$ cat src/rtl/corelet_pkg.sv
// Shared encodings for the corelet sequencer: FSM states, inst word field positions and MAC opcodes.
package corelet_pkg;

    typedef enum logic [2:0] {
        IDLE   = 3'd0,
        W_FILL = 3'd1,
        W_LOAD = 3'd2,
        W_GAP  = 3'd3,
        X_FILL = 3'd4,
        X_EXEC = 3'd5,
        DRAIN  = 3'd6
    } state_t;

    localparam int INST_W   = 34;
    localparam int MAC_LO   = 0;
    localparam int L0_WR    = 2;
    localparam int L0_RD    = 3;
    localparam int OFIFO_RD = 6;
    localparam int SFP_ACC  = 33;

    localparam logic [1:0] OP_NOP   = 2'b00;
    localparam logic [1:0] OP_KLOAD = 2'b01;
    localparam logic [1:0] OP_EXEC  = 2'b10;

endpackage

$ cat src/rtl/corelet_ctrl.sv
// Corelet sequencer: weight fill/load/settle, activation fill/exec, then drain into SFP, for cfg_nk passes.
// Latency: start at t -> vec_req over t+1..t+row; all outputs registered except inst[OFIFO_RD] and inst[SFP_ACC].
// Backpressure: DRAIN pops only while ofifo_valid; CORELET_CTRL_PERF_EN adds a saturating drain-stall counter.
module corelet_ctrl
    import corelet_pkg::*;
#(
    parameter int row   = 8,
    parameter int col   = 8,
    parameter int CNT_W = 8,
    parameter int KIJ_W = 4
) (
    input  logic              clk,
    input  logic              reset,
    input  logic              start,
    input  logic [CNT_W-1:0]  cfg_nx,
    input  logic [KIJ_W-1:0]  cfg_nk,
    input  logic              ofifo_valid,
    output logic              vec_req,
    output logic [INST_W-1:0] inst,
    output logic              xw_mode,
    output logic              sfp_reset,
    output logic              busy,
    output logic              done
`ifdef CORELET_CTRL_PERF_EN
    ,
    output logic [CNT_W+KIJ_W-1:0] perf_stall
`endif
);

    localparam int PH_MAX = (row + col > (1 << CNT_W) - 1) ? row + col : (1 << CNT_W) - 1;
    localparam int PH_W   = $clog2(PH_MAX + 1);
    localparam logic [PH_W-1:0] ROW_LAST = PH_W'(row - 1);
    localparam logic [PH_W-1:0] RC_LAST  = PH_W'(row + col - 1);

    state_t            state_q, state_d;
    logic [PH_W-1:0]   ph_q, ph_d, nx_last;
    logic [CNT_W-1:0]  nx_q, pop_q, pop_d;
    logic [KIJ_W-1:0]  nk_q, kij_q, kij_d;
    logic [KIJ_W:0]    kij_inc;
    logic              done_d, sfp_d;
    logic [1:0]        inst_w_q;
    logic              l0_wr_q, l0_rd_q;

    assign nx_last = PH_W'(nx_q) - PH_W'(1);
    assign kij_inc = {1'b0, kij_q} + (KIJ_W+1)'(1);

    always_comb begin
        state_d = state_q;
        ph_d    = ph_q + PH_W'(1);
        pop_d   = pop_q;
        kij_d   = kij_q;
        done_d  = 1'b0;
        sfp_d   = 1'b0;
        case (state_q)
            IDLE: begin
                if (start) begin
                    if (cfg_nx == '0 || cfg_nk == '0) begin
                        done_d = 1'b1;
                    end else begin
                        state_d = W_FILL;
                        kij_d   = '0;
                        sfp_d   = 1'b1;
                    end
                end
            end
            W_FILL: if (ph_q == ROW_LAST) state_d = W_LOAD;
            W_LOAD: if (ph_q == RC_LAST)  state_d = W_GAP;
            W_GAP:  if (ph_q == ROW_LAST) state_d = X_FILL;
            X_FILL: if (ph_q == nx_last)  state_d = X_EXEC;
            X_EXEC: if (ph_q == nx_last)  state_d = DRAIN;
            DRAIN: begin
                if (ofifo_valid) begin
                    if (pop_q == nx_q - CNT_W'(1)) begin
                        kij_d = kij_inc[KIJ_W-1:0];
                        if (kij_inc == {1'b0, nk_q}) begin
                            state_d = IDLE;
                            done_d  = 1'b1;
                        end else begin
                            state_d = W_FILL;
                        end
                    end else begin
                        pop_d = pop_q + CNT_W'(1);
                    end
                end
            end
            default: state_d = IDLE;
        endcase
        if (state_d != state_q) ph_d = '0;
        if (state_d != DRAIN) pop_d = '0;
    end

    // Outputs are decoded from the next state so they line up with the state they describe.
    always_ff @(posedge clk) begin
        if (reset) begin
            state_q   <= IDLE;
            ph_q      <= '0;
            pop_q     <= '0;
            kij_q     <= '0;
            nx_q      <= '0;
            nk_q      <= '0;
            vec_req   <= 1'b0;
            xw_mode   <= 1'b0;
            sfp_reset <= 1'b0;
            busy      <= 1'b0;
            done      <= 1'b0;
            inst_w_q  <= OP_NOP;
            l0_wr_q   <= 1'b0;
            l0_rd_q   <= 1'b0;
        end else begin
            state_q   <= state_d;
            ph_q      <= ph_d;
            pop_q     <= pop_d;
            kij_q     <= kij_d;
            if (state_q == IDLE && start) begin
                nx_q <= cfg_nx;
                nk_q <= cfg_nk;
            end
            vec_req   <= (state_d == W_FILL) || (state_d == X_FILL);
            xw_mode   <= state_d inside {W_FILL, W_LOAD, W_GAP};
            sfp_reset <= sfp_d;
            busy      <= (state_d != IDLE);
            done      <= done_d;
            inst_w_q  <= (state_d == W_LOAD) ? OP_KLOAD :
                         (state_d == X_EXEC) ? OP_EXEC  : OP_NOP;
            l0_rd_q   <= state_d inside {W_LOAD, X_EXEC};
            // L0 write trails the request by one cycle, matching the memory's read latency.
            l0_wr_q   <= vec_req;
        end
    end

    always_comb begin
        inst                = '0;
        inst[MAC_LO +: 2]   = inst_w_q;
        inst[L0_WR]         = l0_wr_q;
        inst[L0_RD]         = l0_rd_q;
        inst[OFIFO_RD]      = (state_q == DRAIN) && ofifo_valid;
        inst[SFP_ACC]       = (state_q == DRAIN);
    end

`ifdef CORELET_CTRL_PERF_EN
    always_ff @(posedge clk) begin
        if (reset) begin
            perf_stall <= '0;
        end else if (state_q == IDLE && start) begin
            perf_stall <= '0;
        end else if (state_q == DRAIN && !ofifo_valid && perf_stall != '1) begin
            perf_stall <= perf_stall + (CNT_W+KIJ_W)'(1);
        end
    end
`endif

endmodule
$ cat config.mk
export PLATFORM = sky130hd
export DESIGN_NAME = corelet_ctrl
export DESIGN_NICKNAME = d
export VERILOG_FILES = /design/src/rtl/corelet_pkg.sv /design/src/rtl/corelet_ctrl.sv
export SDC_FILE = /design/constraint.sdc
export NUM_CORES = 1
export LEC_CHECK = 0
export CAP_MARGIN = 20
export CORE_ASPECT_RATIO = 0.5
export CORE_MARGIN = 1
export CORE_UTILIZATION = 53
export CTS_BUF_LIST = sky130_fd_sc_hd__clkbuf_8
export DETAILED_ROUTE_END_ITERATION = 8
export PLACE_DENSITY_LB_ADDON = 0.15
export SYNTH_ARGS = -nofsm -noshare
export SYNTH_HDL_FRONTEND = slang
export SYNTH_SLANG_ARGS = --single-unit
$ cat constraint.sdc
create_clock -name clk -period 2.88 [get_ports clk]
set_input_delay 0.864 -clock clk [delete_from_list [all_inputs] [get_ports clk]]
set_output_delay 0.864 -clock clk [all_outputs]
set_load 0.01 [all_outputs]
After elaboration in Yosys (flattened, before gate mapping)
Cells that the tools add are included.

Reductions and logical operators: 17. Add/sub/neg operators: 4. Shifts and indexed selects: 0. $mul: 0. Equal/unequal tests: 22. Mux-type cells: 25. Divide/modulo/power cells: 0. Order comparisons: 0. Bitwise operators: 3.

Operator list (number): $mux W3 (9); $pmux W3 S7 (1); $add A8 B1 Y8 const B (2); $eq A8 B8 Y1 (2); $mux W4 (4); $eq A3 B3 Y1 const B (5); $eq A3 B2 Y1 const B (4); $eq A8 B3 Y1 const B (1); $eq A8 B4 Y1 const B (1); $logic_not A8 Y1 (1); $mux W1 (8); $pmux W4 S2 (1); $sub A8 B1 Y8 const B (1); $eq A3 B1 Y1 const B (2); $ne A2 B2 Y1 const B (3); $reduce_bool A3 Y1 (2); $reduce_or A2 Y1 (3); $add A4 B1 Y5 const B (1); $eq A5 B4 Y1 (1); $reduce_and A5 Y1 (1); $logic_not A4 Y1 (1); $reduce_bool A2 Y1 (2); $logic_not A3 Y1 (1); $ne A3 B3 Y1 (1); other kinds (9) (13).

Latch bits: 0. Output and inout bits: 39. Register bits after elaboration: 44. Bits in read-only memories: 0. Bits of input ports: 16. Memories: 0. Bits in writable memories: 0. Word-level logic and storage cells: 86.

Longest topological paths before layout
Depth in word-level cells: 9. Mapped depth: 12. Depth with buffers taken out: 10.

Worst setup path before layout
Ideal clock, no wire load.

Path kind: register to register. Start: register nx_q[0]. End: register ph_q[0]. Arrival time: 2.591 ns. Path buffers: 2. Path slack: 0.215 ns. Data required time: 2.807 ns. Library setup time: 0.073 ns. Stages on the path, launching flop included: 11. Period minus slack after synthesis: 2.665 ns. Cells stage by stage: dfxtp_1 buf_2 or4_1 buf_2 or3_1 a32oi_1 a21oi_1 nor2_2 mux2i_2 a31oi_4 nor3b_2.

Longest elaborated chain between the ends: 7. Elaborated cells on any way between the ends: 10. Classes of those cells: add/sub: 1; eq/ne: 3; mux: 5; reduce/logical: 1.

Ends and longest elaborated chain: start: declaration (line corelet_ctrl.sv:37) `logic [CNT_W-1:0] nx_q, pop_q, pop_d;`; start signal: assignment (line corelet_ctrl.sv:115) `nx_q <= cfg_nx;`; $sub A8 B1 Y8 (*) (line corelet_ctrl.sv:44, corelet_ctrl.sv:73); $eq A8 B8 Y1 (line corelet_ctrl.sv:73) `if (pop_q == nx_q - CNT_W'(1)) begin`; $mux W3 (line corelet_ctrl.sv:73); $mux W3 (line corelet_ctrl.sv:72) `if (ofifo_valid) begin`; $pmux W3 S7 (*) (line corelet_ctrl.sv:54) `case (state_q)`; $ne A3 B3 Y1 (*) (line corelet_ctrl.sv:88) `if (state_d != state_q) ph_d = '0;`; $reduce_or A2 Y1 (no line) (*); end signal: assignment (line corelet_ctrl.sv:111) `ph_q <= ph_d;`; end: declaration (line corelet_ctrl.sv:36) `logic [PH_W-1:0] ph_q, ph_d, nx_last;`.

Mark *: on every way between the ends. The rest lies on a longest branch, timed or not. A chain may end at the register's enable or synchronous reset.

Worst setup path in the final report
Start: register nx_q[0]. End: register pop_q[0].

Longest elaborated chain between the ends: 7. Elaborated cells on any way between the ends: 12. Classes of those cells: add/sub: 1; eq/ne: 3; mux: 5; bitwise: 1; reduce/logical: 2.

Ends and longest elaborated chain: $sub A8 B1 Y8 (*) (line corelet_ctrl.sv:44, corelet_ctrl.sv:73); $eq A8 B8 Y1 (line corelet_ctrl.sv:73); $mux W3 (line corelet_ctrl.sv:73); $mux W3 (line corelet_ctrl.sv:72); $pmux W3 S7 (line corelet_ctrl.sv:54); $ne A3 B3 Y1 (line corelet_ctrl.sv:89) `if (state_d != DRAIN) pop_d = '0;`; $reduce_or A2 Y1 (no line); end signal: assignment (line corelet_ctrl.sv:112) `pop_q <= pop_d;`; end: declaration (line corelet_ctrl.sv:37).

Marked as above.

==> flow_metrics.tcl <==
set metrics [dict create \
    arrival_ns 2.96 \
    total_power_mw 1.34 \
    avgViaCountPerCell 5.20 \
    post-place-ws_ns -0.00526 \
    remaining_drc_errors 0 \
    cts_tree "yes" \
    die_area_mm2 0.00544 \
    hold_buffers 0 \
    drtIter0Drc 128 \
    synth.distinct_cells 58 \
    synth_largest_type_area_fraction 0.324 \
    post-place-cells 426 \
    synth_edf_count 0 \
    syn_inst 340 \
    cts_max_path_buffers 2 \
    p_comb_frac 0.228 \
    grt_pass1_vias 2078 \
    fin_ws_ns 0.144 \
    syn2layout_area_growth_pct 13.1 \
    drive_above_1_share 0.109 \
    rsz0062_at_grt "no" \
    slowest_delay_ns 0.59 \
    antenna_found_initial 0 \
    setup_viol 0 \
    clock-root-buffer "clkbuf_8" \
    postSynth.asyncResetShare 0 \
    p_leak_nw 1.18 \
    worstPathMaxFanout 8 \
    synth_area_mm2 0.00272 \
    cts_inserted_buffers 5 \
    synth_seq_area_share 0.324 \
    clock.fmax_ghz 0.365 \
    syn-mean-instance-area_um2 7.99 \
    yosys-top-cells-area "dfxtp_1, buf_4, xnor2_1" \
    slew_viol_final 0 \
    cp_cell_sequence "or4_4, or3_1, a32oi_1, a21oi_1, nor2_2, mux2i_2, buf_4, nand3_2, nor2_1" \
    required_ns 3.11 \
    final_area_mm2 0.00307 \
    final_common_cell "nand2_1" \
    routabilityCongestion 0.842 \
    multiInputGateArea_mm2 0.00163 \
    p_sw_frac 0.296 \
    drtAntennaViolNets 0 \
    fp-row-count 17 \
    wl_mm 5.42 \
    grt_max_degree 23 \
    yosysWarnings 0 \
    via_count 2253 \
    hold_viol_final 0 \
    htree_levels 2 \
    cp-end-kind "register" \
    post-route-period-util 0.950 \
    ios 55 \
    power_frac_seq 0.500 \
    n_antenna_cell 0 \
    cpMaxStageDelayCell "or4_4" \
    post_drt_wl_per_cell_um 12.5 \
    grt_util_all_layers 0.225 \
    synth_top_area_cell "dfxtp_1" \
    clk_latency_ns 0.29 \
    p_switching_uw 395 \
    hpwl_mm 4.20 \
    start_kind "register" \
    final_cells 433 \
    grt_pass1_wl_mm 9.33 \
    nets 387 \
    ys.flop_type "dfxtp_1" \
    die_width_um 103 \
    synth-seq-cells 44 \
    placed_area_mm2 0.00298 \
    start_util 0.583 \
    dr.pass1.iters 5 \
    skew_ns 0.00315 \
    holdCritPathClass "register to register" \
    maxCapViolations 0 \
    outcome "completed" \
    powerDensity_mw_per_mm2 435 \
    fill_cells 402 \
    power_frac_clock 0.273 \
    area.sequential_um2 881 \
    overflow 0 \
    layout_common_cells "nand2_1, dfxtp_1, nor2_1" \
    core_mm2 0.00466 \
    io_buffers 26 \
    cts_setup_buffers 0 \
    ir_worst_vdd_uv 215 \
    die_y_um 52.6 \
    cts.sinks 44 \
    p_int_uw 941 \
    path_class "register to register" \
    clkTransAtPathRegs_ns 0.08 \
    finalCriticalPeriod_ns 2.74 \
]
layer usage:
| metal | up-vias | global-route usage | part of all wire |
|---|---|---|---|
| li1 | 1159 | - | - |
| met1 | 1026 | 0.310 | 0.51 |
| met2 | 66 | 0.364 | 0.43 |
| met3 | 2 | 0.0533 | 0.060 |
| met4 | 0 | 0.0329 | 0.00074 |
| met5 | - | 0 | 0 |
Yosys cell counts (2+ instances only):
cell	n
xnor2_1	25
o21ai_1	3
nand3_1	7
nand2_1	46
nor4_1	5
nand4b_1	2
nand2b_1	2
nand4_1	8
clkbuf_1	15
and2_1	2
buf_2	3
xor2_1	13
o31ai_1	2
dfxtp_1	44
a211oi_1	3
and3_1	6
inv_1	6
or4_1	2
inv_2	2
or2_2	2
nor3_1	10
ha_1	4
nor2b_1	3
o21ai_0	4
a21oi_1	27
nor3b_2	2
a32oi_1	2
buf_4	30
nor2_1	31
path summary, 6_finish.rpt:
| path | depth (start not counted) | slack (ns) | from | end |
|---|---|---|---|---|
| setup / recovery | 9 | 0.14 | nx_q[0] | pop_q[0] |
| hold / removal | 1 | 0.46 | vec_req | l0_wr_q |
| setup reg to reg | 9 | 0.14 | nx_q[0] | pop_q[0] |
| hold reg to reg | 1 | 0.46 | vec_req | l0_wr_q |
state kept, by name (all words and copies together), names as in the netlist:
| signal | cells |
|---|---|
| sfp_reset | 1 |
| l0_wr_q | 1 |
| vec_req | 1 |
| xw_mode | 1 |
| l0_rd_q | 1 |
| done | 1 |
| kij_q | 4 |
| pop_q | 8 |
| state_q | 3 |
| nx_q | 8 |
| nk_q | 4 |
| busy | 1 |
| inst_w_q | 2 |
| ph_q | 8 |
through the flow:
step                       util  TNS (ns)  hold slack [ns]
final                     0.660         0            0.464
after global routing      0.660         0            0.487
after CTS                 0.657         0            0.466
after detailed placement  0.641  -0.00526            0.453
after global placement    0.641         0            0.450
after floorplan               -         0            0.448
critical path, delay by kind of cell (launching register included):
kind | cells | cell delay [ns]
AO/OA/AOI/OAI | 2 | 0.33
buffers and inverters | 1 | 0.19
flip-flops | 1 | 0.34
multiplexers | 1 | 0.30
AND/OR/NAND/NOR | 5 | 1.49
final cells by class:
class	count	share of cell area
inverter	8	0.00977
multi-input combinational	267	0.531
timing repair buffer	41	0.121
clock buffer	5	0.0224
clock inverter	2	0.00285
sequential	44	0.287
tap	66	0.0269
power groups by stage:
stage	logic [mW]	clock network, mW	registers, mW
after CTS	0.297	0.368	0.667
final	0.305	0.364	0.668
after global placement	0.288	0	0.680
after global routing	0.339	0.400	0.672
after floorplan	0.250	0	0.668
after detailed placement	0.295	0	0.682
timing repair:
item | in CTS | in global routing
gates resized for setup | 1 | 3
endpoints found under the setup margin | 1 | 16
pin swaps | 0 | 0
cell families after synthesis:
| logic type | after synthesis | share of synthesized area |
|---|---|---|
| AOI/OAI and AO/OA | 57 | 0.150 |
| adders and majority gates | 4 | 0.0184 |
| buffers and inverters | 56 | 0.120 |
| xor gates and xnor gates | 38 | 0.122 |
| and+or+nand+nor | 138 | 0.255 |
| other | 1 | 0.00138 |
| DFF | 44 | 0.324 |
| muxes | 2 | 0.00875 |
Note: power is estimated with default switching activity, not from simulation.
